[src/rtl/emu_clk_val_gen.sv]
// Emulated oscillator: registered clk_val request and dt_req timestep bound.
// Optional sticky timestep-violation flag dt_err under EMU_CLK_VAL_ERR_EN.
module emu_clk_val_gen #(
  parameter int DT_WIDTH = 32
) (
  input  logic                emu_clk,
  input  logic                emu_rst,
  input  logic                cke,
  input  logic [DT_WIDTH-1:0] half_period_lo,
  input  logic [DT_WIDTH-1:0] half_period_hi,
  input  logic [DT_WIDTH-1:0] emu_dt,
  output logic [DT_WIDTH-1:0] dt_req,
  output logic                clk_val
`ifdef EMU_CLK_VAL_ERR_EN
  ,
  output logic                dt_err
`endif
);

  typedef enum logic [1:0] {
    IDLE = 2'd0,
    LO   = 2'd1,
    HI   = 2'd2
  } state_e;

  localparam logic [DT_WIDTH-1:0] DT_MAX = {DT_WIDTH{1'b1}};
  localparam logic [DT_WIDTH-1:0] DT_ONE = {{(DT_WIDTH-1){1'b0}}, 1'b1};

  state_e              state_q, state_d;
  logic [DT_WIDTH-1:0] t_rem_q, t_rem_d;
  logic [DT_WIDTH-1:0] dt_req_q, dt_req_d;
  logic                clk_val_q, clk_val_d;
  logic                viol;

  // A zero-length phase would never let time advance, so load at least 1.
  function automatic logic [DT_WIDTH-1:0] clamp(
    input logic [DT_WIDTH-1:0] x
  );
    return (x == '0) ? DT_ONE : x;
  endfunction

  always_comb begin
    state_d   = state_q;
    t_rem_d   = t_rem_q;
    clk_val_d = clk_val_q;
    viol      = 1'b0;
    unique case (state_q)
      IDLE: begin
        if (cke) begin
          state_d   = LO;
          t_rem_d   = clamp(half_period_lo);
          clk_val_d = 1'b0;
        end
      end
      LO, HI: begin
        if (cke && emu_dt != '0) begin
          if (emu_dt >= t_rem_q) begin
            viol = emu_dt > t_rem_q;
            if (state_q == LO) begin
              state_d   = HI;
              t_rem_d   = clamp(half_period_hi);
              clk_val_d = 1'b1;
            end else begin
              state_d   = LO;
              t_rem_d   = clamp(half_period_lo);
              clk_val_d = 1'b0;
            end
          end else begin
            t_rem_d = t_rem_q - emu_dt;
          end
        end
      end
      default: begin
        state_d   = IDLE;
        t_rem_d   = '0;
        clk_val_d = 1'b0;
      end
    endcase
    dt_req_d = (cke && state_d != IDLE) ? t_rem_d : DT_MAX;
  end

  always_ff @(posedge emu_clk or posedge emu_rst) begin
    if (emu_rst) begin
      state_q   <= IDLE;
      t_rem_q   <= '0;
      dt_req_q  <= DT_MAX;
      clk_val_q <= 1'b0;
    end else begin
      state_q   <= state_d;
      t_rem_q   <= t_rem_d;
      dt_req_q  <= dt_req_d;
      clk_val_q <= clk_val_d;
    end
  end

  assign dt_req  = dt_req_q;
  assign clk_val = clk_val_q;

`ifdef EMU_CLK_VAL_ERR_EN
  logic dt_err_q, dt_err_d;

  always_comb begin
    dt_err_d = dt_err_q | viol;
  end

  always_ff @(posedge emu_clk or posedge emu_rst) begin
    if (emu_rst) begin
      dt_err_q <= 1'b0;
    end else begin
      dt_err_q <= dt_err_d;
    end
  end

  assign dt_err = dt_err_q;
`else
  logic unused_viol;
  assign unused_viol = viol;
`endif

endmodule
[config.mk]
export PLATFORM = sky130hd
export DESIGN_NAME = emu_clk_val_gen
export DESIGN_NICKNAME = d
export VERILOG_FILES = /design/src/rtl/emu_clk_val_gen.sv
export SDC_FILE = /design/constraint.sdc
export NUM_CORES = 1
export LEC_CHECK = 0
export ABC_AREA = 0
export CAP_MARGIN = 20
export CORE_MARGIN = 4
export CORE_UTILIZATION = 45
export DETAILED_ROUTE_END_ITERATION = 10
export HOLD_SLACK_MARGIN = 0.15
export PLACE_DENSITY = 0.72
export SETUP_SLACK_MARGIN = 0.15
export SYNTH_ARGS = -nofsm -noshare
export SYNTH_HDL_FRONTEND = slang
export SYNTH_SLANG_ARGS = --single-unit
[constraint.sdc]
create_clock -name emu_clk -period 3.24 [get_ports emu_clk]
set_input_delay 0.81 -clock emu_clk [delete_from_list [all_inputs] [get_ports emu_clk]]
set_output_delay 0.81 -clock emu_clk [all_outputs]
set_load 0.005 [all_outputs]
# --- After elaboration in Yosys (flattened, before gate mapping) ---
# Index checks and enable logic that the tools add are counted.
op_classes:
  n_lt_le_gt_ge: 1
  n_mux: 18
  n_eq_ne: 5
  n_addsub: 1
  n_reduce_logical: 9
ops:
  columns: ["operator", "count"]
  rows:
  - ["2-to-1 mux 32 bit", 7]
  - ["zero test 32 bit", 2]
  - ["case mux 32 bit (2 select lines)", 1]
  - ["greater-or-equal comparator 32 bit", 1]
  - ["nonzero test 32 bit", 1]
  - ["subtractor 32 bit", 1]
  - ["2-to-1 mux 2 bit", 4]
  - ["!= test 2 bit (second input constant)", 3]
  - ["2-to-1 mux 1 bit", 4]
  - ["case mux 2 bit (2 select lines)", 1]
  - ["AND reduction 3 bit", 1]
  - ["== test 2 x 1 -> 1 bit (second input constant)", 1]
  - ["== test 2 bit (second input constant)", 1]
  - ["logical AND 1 bit", 2]
  - ["zero test 2 bit", 1]
  - ["case mux 1 bit (2 select lines)", 1]
  - ["nonzero test 2 bit", 1]
  - ["OR reduction 2 bit", 1]
totals:
  register_bits: 67
  out_inout_bits: 33
  input_bits: 99
  elab_cells: 38

# --- Longest topological paths before layout ---
# Gate-level depths: netlist of run 1.
depth:
  word_depth: 8
  ltp_mapped: 13
  depth_no_buf: 12

# --- Worst setup path after synthesis of run 1 ---
# OpenSTA, ideal clock, no wires.
synth_path:
  kind: "input -> register"
  start: "in emu_dt[25]"
  end: "reg state_q[1]"
  n_path_buf: 2
  required_time_ps: 3118
  path_stages: 12
  setup_slack_ps: 110
  arrival_ps: 3009
  cell_sequence: "inv_1 > ha_1 > buf_2 > a21o_1 > a21o_1 > a2111oi_2 > nor2_1 > a211o_1 > buf_2 > a21oi_1 > o22ai_1 > a32o_1"
synth_via:
  elab_chain_cells: 4
  word_cells_on_any_way: 6
  classes_between: "order compare: 1; mux: 3; reduce/logical: 2"
synth_lines:
  columns: ["element", "line", "source"]
  rows:
  - ["start, declared", "11", "input logic [DT_WIDTH-1:0] emu_dt,"]
  - ["greater-or-equal comparator 32 bit / nonzero test 32 bit (equally long branches)", "57, 56", null]
  - ["2-to-1 mux 2 bit / logical AND 1 bit (equally long branches)", "57, 56", null]
  - ["2-to-1 mux 2 bit (*)", "56", "if (cke && emu_dt != '0) begin"]
  - ["case mux 2 bit (2 select lines) (*)", "47", "unique case (state_q)"]
  - ["named net state_d[1]", "29", "state_e state_q, state_d;"]
  - ["end signal, assigned", "89", "state_q <= state_d;"]
  - ["end, declared", "29", null]
# Mark *: on every way through the listed nets, which the timed path passes. The rest lies on a longest branch.
# A chain may end at the register's enable or synchronous reset.

# --- Final worst setup path of run 1 ---
layout_path:
  start: "in emu_dt[5]"
  end: "reg t_rem_q[24]"
layout_via:
  elab_chain_cells: 4
  word_cells_on_any_way: 7
  classes_between: "add/sub: 1; order compare: 1; mux: 3; reduce/logical: 2"
layout_lines:
  columns: ["element", "line", "source"]
  rows:
  - ["subtractor 32 bit (tied with other cells)", "69", "t_rem_d = t_rem_q - emu_dt;"]
  - ["2-to-1 mux 32 bit / logical AND 1 bit (equally long branches)", "57, 56", null]
  - ["2-to-1 mux 32 bit (*)", "56", null]
  - ["case mux 32 bit (2 select lines) (*)", "47", null]
  - ["named net t_rem_d[24]", "30", "logic [DT_WIDTH-1:0] t_rem_q, t_rem_d;"]
  - ["end signal, assigned", "90", "t_rem_q <= t_rem_d;"]
  - ["end, declared", "30", null]
# Marked as above.

==> qor.txt, run 1 <==
TIMING
------------------------------------------------------------------------------------------------------
Max Clock Skew ..........................................................................      4.23 ps
Slew @ Worst Pin ........................................................................       711 ps
Setup TNS ...............................................................................         0 ps
Hold_ws .................................................................................       532 ps
Count of final setup violators ..........................................................            0
Final-report hold violation count .......................................................            0
Share of the cycle needed by the critical path after routing ............................        95.2%
Total count of max-transition violations in the final report ............................            0
Minimum clock period after layout .......................................................      3090 ps
RSZ-0062 raised after global routing ....................................................         true
Achievable Freq .........................................................................      324 MHz
Slew Limit Headroom .....................................................................        52.6%

GLOBAL ROUTE
------------------------------------------------------------------------------------------------------
Number of global-route vias before repair ...............................................         7485
Pin count of the biggest net entering global routing ....................................           45
Tot GR Track Use ........................................................................        35.0%
Total global routing overflow ...........................................................            0
Antenna violations before repair ........................................................            0
Global-route wire length before repair ..................................................      40.9 mm

SYNTH
------------------------------------------------------------------------------------------------------
Count of warnings emitted by yosys ......................................................            0
Fraction of the mapped netlist area in compound gates ...................................        28.0%
Synth Net Count .........................................................................          873
Number of synthesized register bits .....................................................           67
Average cell area after synthesis .......................................................   8.19 sq um
Most instantiated library cell after synthesis .......................................... sky130_fd_sc_hd__a21oi_1
Top post-synthesis cells by count ....................................................... sky130_fd_sc_hd__a21oi_1 (81), sky130_fd_sc_hd__inv_1 (55), sky130_fd_sc_hd__nand2_1 (53), sky130_fd_sc_hd__o21ai_0 (51)
Number of synthesized flops with an enable pin ..........................................            0
Area of the mapped netlist .............................................................. 0.00604 sq mm
Cell count after synthesis ..............................................................          738
Area fraction in and, or, nand and nor cells after synthesis ............................        16.8%
Xor and xnor area share after synthesis .................................................        3.19%
Adder-cell share of the synthesized area ................................................        7.58%
Post-synth cell types ...................................................................           65
Share of the synthesized area in the top cell type ......................................        14.5%
Area leader, netlist .................................................................... sky130_fd_sc_hd__dfrtp_1
Sequential area share after synthesis ...................................................        28.4%
Largest family of logic cells by synthesized area ....................................... compound AO/OA/AOI/OAI gates
Post-synthesis mux area share ...........................................................        9.82%
Top cells by area, synth ................................................................ sky130_fd_sc_hd__dfrtp_1 (14%), sky130_fd_sc_hd__dfstp_2 (14%), sky130_fd_sc_hd__ha_1 (7.2%)
Share of synthesized flip-flops with an asynchronous set or reset .......................         100%
Commonest register cell after synthesis ................................................. sky130_fd_sc_hd__dfrtp_1

CELLS AND AREA
------------------------------------------------------------------------------------------------------
Area taken by flip-flops and latches .................................................... 0.00172 sq mm
Layout area overhead ....................................................................        68.1%
Ant. Diodes .............................................................................            0
Number of nets in the finished design ...................................................         1163
Filler Cell Count .......................................................................          903
Area of the multi-input gates ........................................................... 0.00487 sq mm
Ratio of cells with drive above 1 in the final layout ...................................        40.7%

FLOORPLANNING
------------------------------------------------------------------------------------------------------
Area of the die ......................................................................... 0.0153 sq mm
Initial Utilization .....................................................................        45.8%
Floorplan die height ....................................................................  124 microns
Die Wd ..................................................................................  124 microns
Rows ....................................................................................           42
# IOs ...................................................................................          132
Placeable core region ................................................................... 0.0132 sq mm

POWER
------------------------------------------------------------------------------------------------------
Leakage power total .....................................................................      4.29 nW
Power density over cell area ............................................................ 1040 mW/mm^2
Worst ir drop on vdd ....................................................................     0.540 mV

CTS
------------------------------------------------------------------------------------------------------
Clk Latency, worst-skew pair ............................................................       340 ps
Number of H-tree branching levels .......................................................            3
Clock transition at the register clock pins on the worst setup and hold paths after CTS .        60 ps
Num Clock Sinks .........................................................................           67
Buffer cell driving the clock tree root ................................................. sky130_fd_sc_hd__clkbuf_16
TritonCTS clock tree ....................................................................        built
Bufs on Longest Clock Path ..............................................................            2
Number of buffers added by the clock tree synthesis step ................................            9

CRITICAL PATH
------------------------------------------------------------------------------------------------------
Crit path arrival time ..................................................................      3300 ps
Worst Setup Path Type ...................................................................    in -> reg
Kind of end point of the critical path ..................................................     register
Critical path startpoint category .......................................................    input pin
Worst Path Max Fanout ...................................................................            5
Req. time, crit path ....................................................................      3460 ps

ROUTING
------------------------------------------------------------------------------------------------------
Total number of vias ....................................................................         7591
Number of search-and-repair iterations in the first detailed-routing pass ...............            6
Number of vias per cell .................................................................         6.28
First DRT Iteration DRCs ................................................................          892
Number of routed nets with antenna violations ...........................................            0
Final wirelength ........................................................................      27.8 mm
Residual DRC count ......................................................................            0
Post-detailed-route wirelength per cell ................................................. 23.0 microns

PLACE
------------------------------------------------------------------------------------------------------
Final HPWL DP ...........................................................................      20.8 mm
Weighted congestion at the end of routability-driven global placement ...................         1.04
Total of buffers placed on input and output ports .......................................          131

STATUS
------------------------------------------------------------------------------------------------------
Outcome .................................................................................    completed

HOLD PATH
------------------------------------------------------------------------------------------------------
Min-Delay Path Class ....................................................................   reg -> reg

FLOW RUN
------------------------------------------------------------------------------------------------------
Number of violations of the max-capacitance limit .......................................            0

[what timing repair did]
action	in CTS	in global routing
gates cloned	1	1
resized for setup	159	69
endpoints found under the setup margin	67	67
hold buffers	0	0
pin swaps	43	36
buffers inserted	11	11
[per-stage QoR]
stage | worst slack, ps | util (%) | total power, mW | std cells | instance area, sq um
6_report | 155 | 77.0 | 10.5 | 1209 | 10200
2_1_floorplan | 154 | - | 4.88 | 738 | 6050
5_1_grt | 117 | 77.0 | 11.0 | 1209 | 10200
4_1_cts | 162 | 73.8 | 9.56 | 1197 | 9730
3_3_place_gp | -684 | 65.9 | 7.59 | 1169 | 8690
3_5_place_dp | -650 | 65.9 | 7.70 | 1169 | 8690
[cells in the final DEF (no fill, tap or decap), types with 11 or more instances in the layout]
cell	n
sky130_fd_sc_hd__nor2_1	29
sky130_fd_sc_hd__nand4_1	17
sky130_fd_sc_hd__o211ai_1	22
sky130_fd_sc_hd__a21oi_2	19
sky130_fd_sc_hd__nand2_1	48
sky130_fd_sc_hd__nand3_1	14
sky130_fd_sc_hd__clkdlybuf4s50_1	99
sky130_fd_sc_hd__dlygate4sd2_1	18
sky130_fd_sc_hd__inv_2	23
sky130_fd_sc_hd__a21oi_1	59
sky130_fd_sc_hd__mux2_2	26
sky130_fd_sc_hd__nor4_1	22
sky130_fd_sc_hd__a22oi_1	20
sky130_fd_sc_hd__dfstp_2	32
sky130_fd_sc_hd__or2_2	11
sky130_fd_sc_hd__buf_4	179
sky130_fd_sc_hd__ha_4	25
sky130_fd_sc_hd__xnor2_1	11
sky130_fd_sc_hd__mux2i_1	28
sky130_fd_sc_hd__o21ai_0	39
sky130_fd_sc_hd__dfrtp_1	35
sky130_fd_sc_hd__inv_1	32
[routing by layer]
layer,track usage (%),part of all wire (%)
met5,0,0
met2,56.9,47
met4,14.0,4.3
met3,6.90,9.9
met1,45.7,39
[sequential cells by signal (all words and copies together), names as in the netlist]
signal	cells
clk_val	1
dt_req	32
state_q	2
t_rem_q	32
[cell families after synthesis]
family,Yosys count
AOI/OAI and AO/OA,261
xor gates and xnor gates,22
adders and majority gates,36
buffers and inverters,96
DFF,67
muxes,56
and+or+nand+nor,200
[worst max-delay path: stages]
cell and delay [ps]:
sky130_fd_sc_hd__dlygate4sd2_1 260, sky130_fd_sc_hd__inv_2 60, sky130_fd_sc_hd__ha_4 280, sky130_fd_sc_hd__buf_4 120, sky130_fd_sc_hd__nand4_1 210, sky130_fd_sc_hd__a21oi_2 240
sky130_fd_sc_hd__o21ai_2 100, sky130_fd_sc_hd__buf_4 180, sky130_fd_sc_hd__a21oi_2 180, sky130_fd_sc_hd__a21boi_0 130, sky130_fd_sc_hd__buf_4 160, sky130_fd_sc_hd__xnor2_1 160
sky130_fd_sc_hd__a221oi_4 320, sky130_fd_sc_hd__nor2_1 90
[layout make-up]
cell class	count	share of cell area, %
Clock inverter	6	0.875
Tap cell	176	2.17
Clock buffer	10	2.26
Multi-Input combinational cell	575	47.9
Inverter	55	2.03
Timing Repair Buffer	320	27.8
Sequential cell	67	16.9
[worst paths after layout]
kind,from,endpoint,slack [ps],cells after the start
hold reg to reg,clk_val$_DFFE_PP0P_,clk_val$_DFFE_PP0P_,530,1
hold / removal,clk_val$_DFFE_PP0P_,clk_val$_DFFE_PP0P_,530,1
max in group asynchronous,emu_rst,dt_req[8]$_DFF_PP1_,1680,3
setup / recovery,emu_dt[5],t_rem_q[24]$_DFF_PP0_,150,14
min in group asynchronous,emu_rst,t_rem_q[26]$_DFF_PP0_,870,2
setup reg to reg,t_rem_q[0]$_DFF_PP0_,dt_req[9]$_DFF_PP1_,360,16
[report_power, final]
part / leakage (nW) / switching [mW] / internal [mW] / total (mW)
Sequential: 0.778 / 0.424 / 1.29 / 1.72
Combinational: 3.37 / 4.05 / 3.70 / 7.76
Clock: 0.149 / 0.374 / 0.674 / 1.05
No activity file was read; power rests on OpenSTA's default activity.
==> inputs of run 2 (changes only) <==
==> constraint.sdc (replaced) <==
create_clock -name emu_clk -period 3.2 [get_ports emu_clk]
set_input_delay 0.8 -clock emu_clk [delete_from_list [all_inputs] [get_ports emu_clk]]
set_output_delay 0.8 -clock emu_clk [all_outputs]
set_load 0.005 [all_outputs]
==> run 2 against run 1 <==
Worst setup slack better by 59 ps. Clock skew is 2.7 ps higher. Sequential power hardly changed. Hold slack worse by 3.8 ps. Non-clock buffer count is 3 lower. Highest routed layer unchanged.
==> qor.txt, run 2 (synthesized netlist as in run 1, its figures left out) <==
ROUTING
------------------------------------------------------------------------------------------------------
Met3 wire length ........................................................................      2.13 mm   -22%
First DRT Iteration DRCs ................................................................          578   -35%
Number of routed nets with antenna violations ...........................................            0   unchanged
Number of search-and-repair iterations in the first detailed-routing pass ...............            8   +2
Total routed wire length on the met1 layer ..............................................      10.4 mm   -4.8%
Number of vias per cell .................................................................         6.20   -1.3%
Final wirelength ........................................................................      27.1 mm   -2.6%
Highest signal layer in the routed design ...............................................         met4
Met2 wirelength from detailed routing ...................................................      12.6 mm   -2.6%
Total number of vias ....................................................................         7477   -1.5%
Post-detailed-route wirelength per cell ................................................. 22.4 microns   -2.3%
Residual DRC count ......................................................................            0   unchanged

CTS
------------------------------------------------------------------------------------------------------
TritonCTS clock tree ....................................................................        built
Number of buffers added by the clock tree synthesis step ................................            9   unchanged
Number of H-tree branching levels .......................................................            3   unchanged
Clk Latency, worst-skew pair ............................................................       340 ps   about the same
Num Clock Sinks .........................................................................           67   unchanged
Clock transition at the register clock pins on the worst setup and hold paths after CTS .        60 ps   about the same
Bufs on Longest Clock Path ..............................................................            2   unchanged
Buffer cell driving the clock tree root ................................................. sky130_fd_sc_hd__clkbuf_16

CELLS AND AREA
------------------------------------------------------------------------------------------------------
Ratio of cells with drive above 1 in the final layout ...................................        39.1%   -1.5 points
Layout area overhead ....................................................................        63.6%
Most common library cell in the layout ignoring fill and taps ........................... sky130_fd_sc_hd__buf_4
Number of nets in the finished design ...................................................         1160   -0.26%
Commonest non-fill, non-tap cells in the layout ......................................... sky130_fd_sc_hd__buf_4 (172), sky130_fd_sc_hd__clkdlybuf4s50_1 (99), sky130_fd_sc_hd__a21oi_1 (65)
Finished Core Util ......................................................................        74.9%   -2.0 points
Ant. Diodes .............................................................................            0   unchanged

CRITICAL PATH
------------------------------------------------------------------------------------------------------
Critical path startpoint category .......................................................    input pin
Req. time, crit path ....................................................................      3400 ps   -60 ps
Worst Path Max Fanout ...................................................................            4   -1
Worst Setup Path Type ...................................................................    in -> reg
Kind of end point of the critical path ..................................................     register
Crit path arrival time ..................................................................      3190 ps   -110 ps

TIMING
------------------------------------------------------------------------------------------------------
Minimum clock period after layout .......................................................      2990 ps
Max Clock Skew ..........................................................................      6.89 ps   +2.66 ps
Setup TNS ...............................................................................         0 ps   unchanged
Achievable Freq .........................................................................      335 MHz
Slew @ Worst Pin ........................................................................       637 ps   -74.1 ps
Slew Limit Headroom .....................................................................        57.5%   +4.9 points
RSZ-0062 raised after global routing ....................................................         true
Final-report hold violation count .......................................................            0   unchanged
Count of final setup violators ..........................................................            0   unchanged
Share of the cycle needed by the critical path after routing ............................        93.3%
Total count of max-transition violations in the final report ............................            0   unchanged
Crit path setup slack, layout ...........................................................       214 ps   +58.9 ps

POWER
------------------------------------------------------------------------------------------------------
Clock network power share ...............................................................        10.3%   +0.3 points
Internal ................................................................................      5.56 mW   -1.9%
Power consumption .......................................................................      10.2 mW   -3.5%
Part of the power in registers ..........................................................        16.7%   +0.4 points
Power density over cell area ............................................................ 1030 mW/mm^2   -0.88%
Worst ir drop on vdd ....................................................................     0.491 mV   -9.1%
Leakage power total .....................................................................      4.20 nW   -2.1%
Switching power of the nets .............................................................      4.59 mW   -5.4%
Switching share of total power ..........................................................        45.2%   -0.89 points
Combinational cell fraction of total power ..............................................        73.0%   -0.7 points

PLACE
------------------------------------------------------------------------------------------------------
Final HPWL DP ...........................................................................      20.8 mm   about the same
Weighted congestion at the end of routability-driven global placement ...................         1.04   -0.73%
Pre-CTS worst setup slack ...............................................................      -671 ps   -20.6 ps
Total of buffers placed on input and output ports .......................................          131   unchanged

GLOBAL ROUTE
------------------------------------------------------------------------------------------------------
Total global routing overflow ...........................................................            0   unchanged
Number of global-route vias before repair ...............................................         7434   -0.68%
Global-route wire length before repair ..................................................      40.7 mm   -0.52%
Pin count of the biggest net entering global routing ....................................           43   -4.4%
Antenna violations before repair ........................................................            0   unchanged
Tot GR Track Use ........................................................................        35.2%   +0.22 points

FLOORPLANNING
------------------------------------------------------------------------------------------------------
Area of the die ......................................................................... 0.0153 sq mm   unchanged
Die Wd ..................................................................................  124 microns   unchanged
Placeable core region ................................................................... 0.0132 sq mm   unchanged
Floorplan die height ....................................................................  124 microns   unchanged
Rows ....................................................................................           42   unchanged
# IOs ...................................................................................          132   unchanged
Initial Utilization .....................................................................        45.8%   unchanged

STATUS
------------------------------------------------------------------------------------------------------
Outcome .................................................................................    completed

FLOW RUN
------------------------------------------------------------------------------------------------------
Number of violations of the max-capacitance limit .......................................            0   unchanged

HOLD PATH
------------------------------------------------------------------------------------------------------
Min-Delay Path Class ....................................................................   reg -> reg

## run 2: cell types whose count changed in the layout (fill, tap and decap cells not counted), sizes merged
cell | previous run | this run
inv | 56 | 55
bufinv | 2 | 1
buf | 188 | 189
clkdlybuf4s15 | 5 | 1
clkinv | 1 | 0
clkbuf | 13 | 22
dlymetal6s2s | 6 | 0
## run 2: metal layers
layer | track usage, % | vias up
li1 | - | 3349
met1 | 41.9 | 3571
met2 | 58.8 | 443
met3 | 6.49 | 114
met4 | 21.7 | 0
met5 | 0 | -
## run 2: critical path, cell delays in order
cell                            delay [ps]
sky130_fd_sc_hd__dlygate4sd2_1         250
sky130_fd_sc_hd__inv_1                  70
sky130_fd_sc_hd__ha_2                  300
sky130_fd_sc_hd__a21oi_1               220
sky130_fd_sc_hd__o21ai_1               140
sky130_fd_sc_hd__a2111oi_1             370
sky130_fd_sc_hd__buf_4                 200
sky130_fd_sc_hd__a211oi_1               70
sky130_fd_sc_hd__buf_4                 140
sky130_fd_sc_hd__o32ai_2               260
sky130_fd_sc_hd__mux2i_1               290
sky130_fd_sc_hd__a21oi_1               100
## run 2: final timing paths
check                                           from                    end  slack [ps]  cells past startpoint
worst max-delay path                      emu_dt[16]  t_rem_q[31]$_DFF_PP0_         210                     12
worst min-delay path             clk_val$_DFFE_PP0P_    clk_val$_DFFE_PP0P_         530                      1
worst max register to register  t_rem_q[0]$_DFF_PP0_   dt_req[14]$_DFF_PP1_         300                     14
worst min register to register   clk_val$_DFFE_PP0P_    clk_val$_DFFE_PP0P_         530                      1
max in group asynchronous                    emu_rst   dt_req[12]$_DFF_PP1_        1610                      3
min in group asynchronous                    emu_rst  t_rem_q[25]$_DFF_PP0_         880                      2
## run 2: area by class of cell
type / instances / area, sq um
Clock buffer: 13 / 270
Clock inverter: 3 / 45.0
Fill cell: 982 / 3310
Inverter: 55 / 206
Multi-Input combinational cell: 575 / 4650
Sequential cell: 67 / 1720
Tap cell: 176 / 220
Timing Repair Buffer: 317 / 2780
## run 2: metrics by stage
| step | hold WS, ps | area (sq um) | std cells |
|---|---|---|---|
| floorplan | 496 | 6080 | 738 |
| global placement | 496 | 8670 | 1164 |
| detailed placement | 510 | 8670 | 1164 |
| CTS | 523 | 9770 | 1202 |
| global route | 560 | 9880 | 1206 |
| finish | 529 | 9880 | 1206 |
## run 2: power by group through the flow
stage	logic [mW]	registers [mW]	clock network, mW
floorplan	3.49	1.49	0
global placement	5.95	1.64	0
detailed placement	6.06	1.64	0
CTS	7.03	1.69	1.06
global route	7.90	1.72	1.09
finish	7.41	1.70	1.05
## run 2: what timing repair did
item / 4_1_cts / 5_1_grt
buffers inserted: 19 / 4
hold buffers: 0 / 0
pin swaps: 39 / 25
gates resized for setup: 158 / 51
setup endpoints to repair: 67 / 56
cloned: 3 / 0
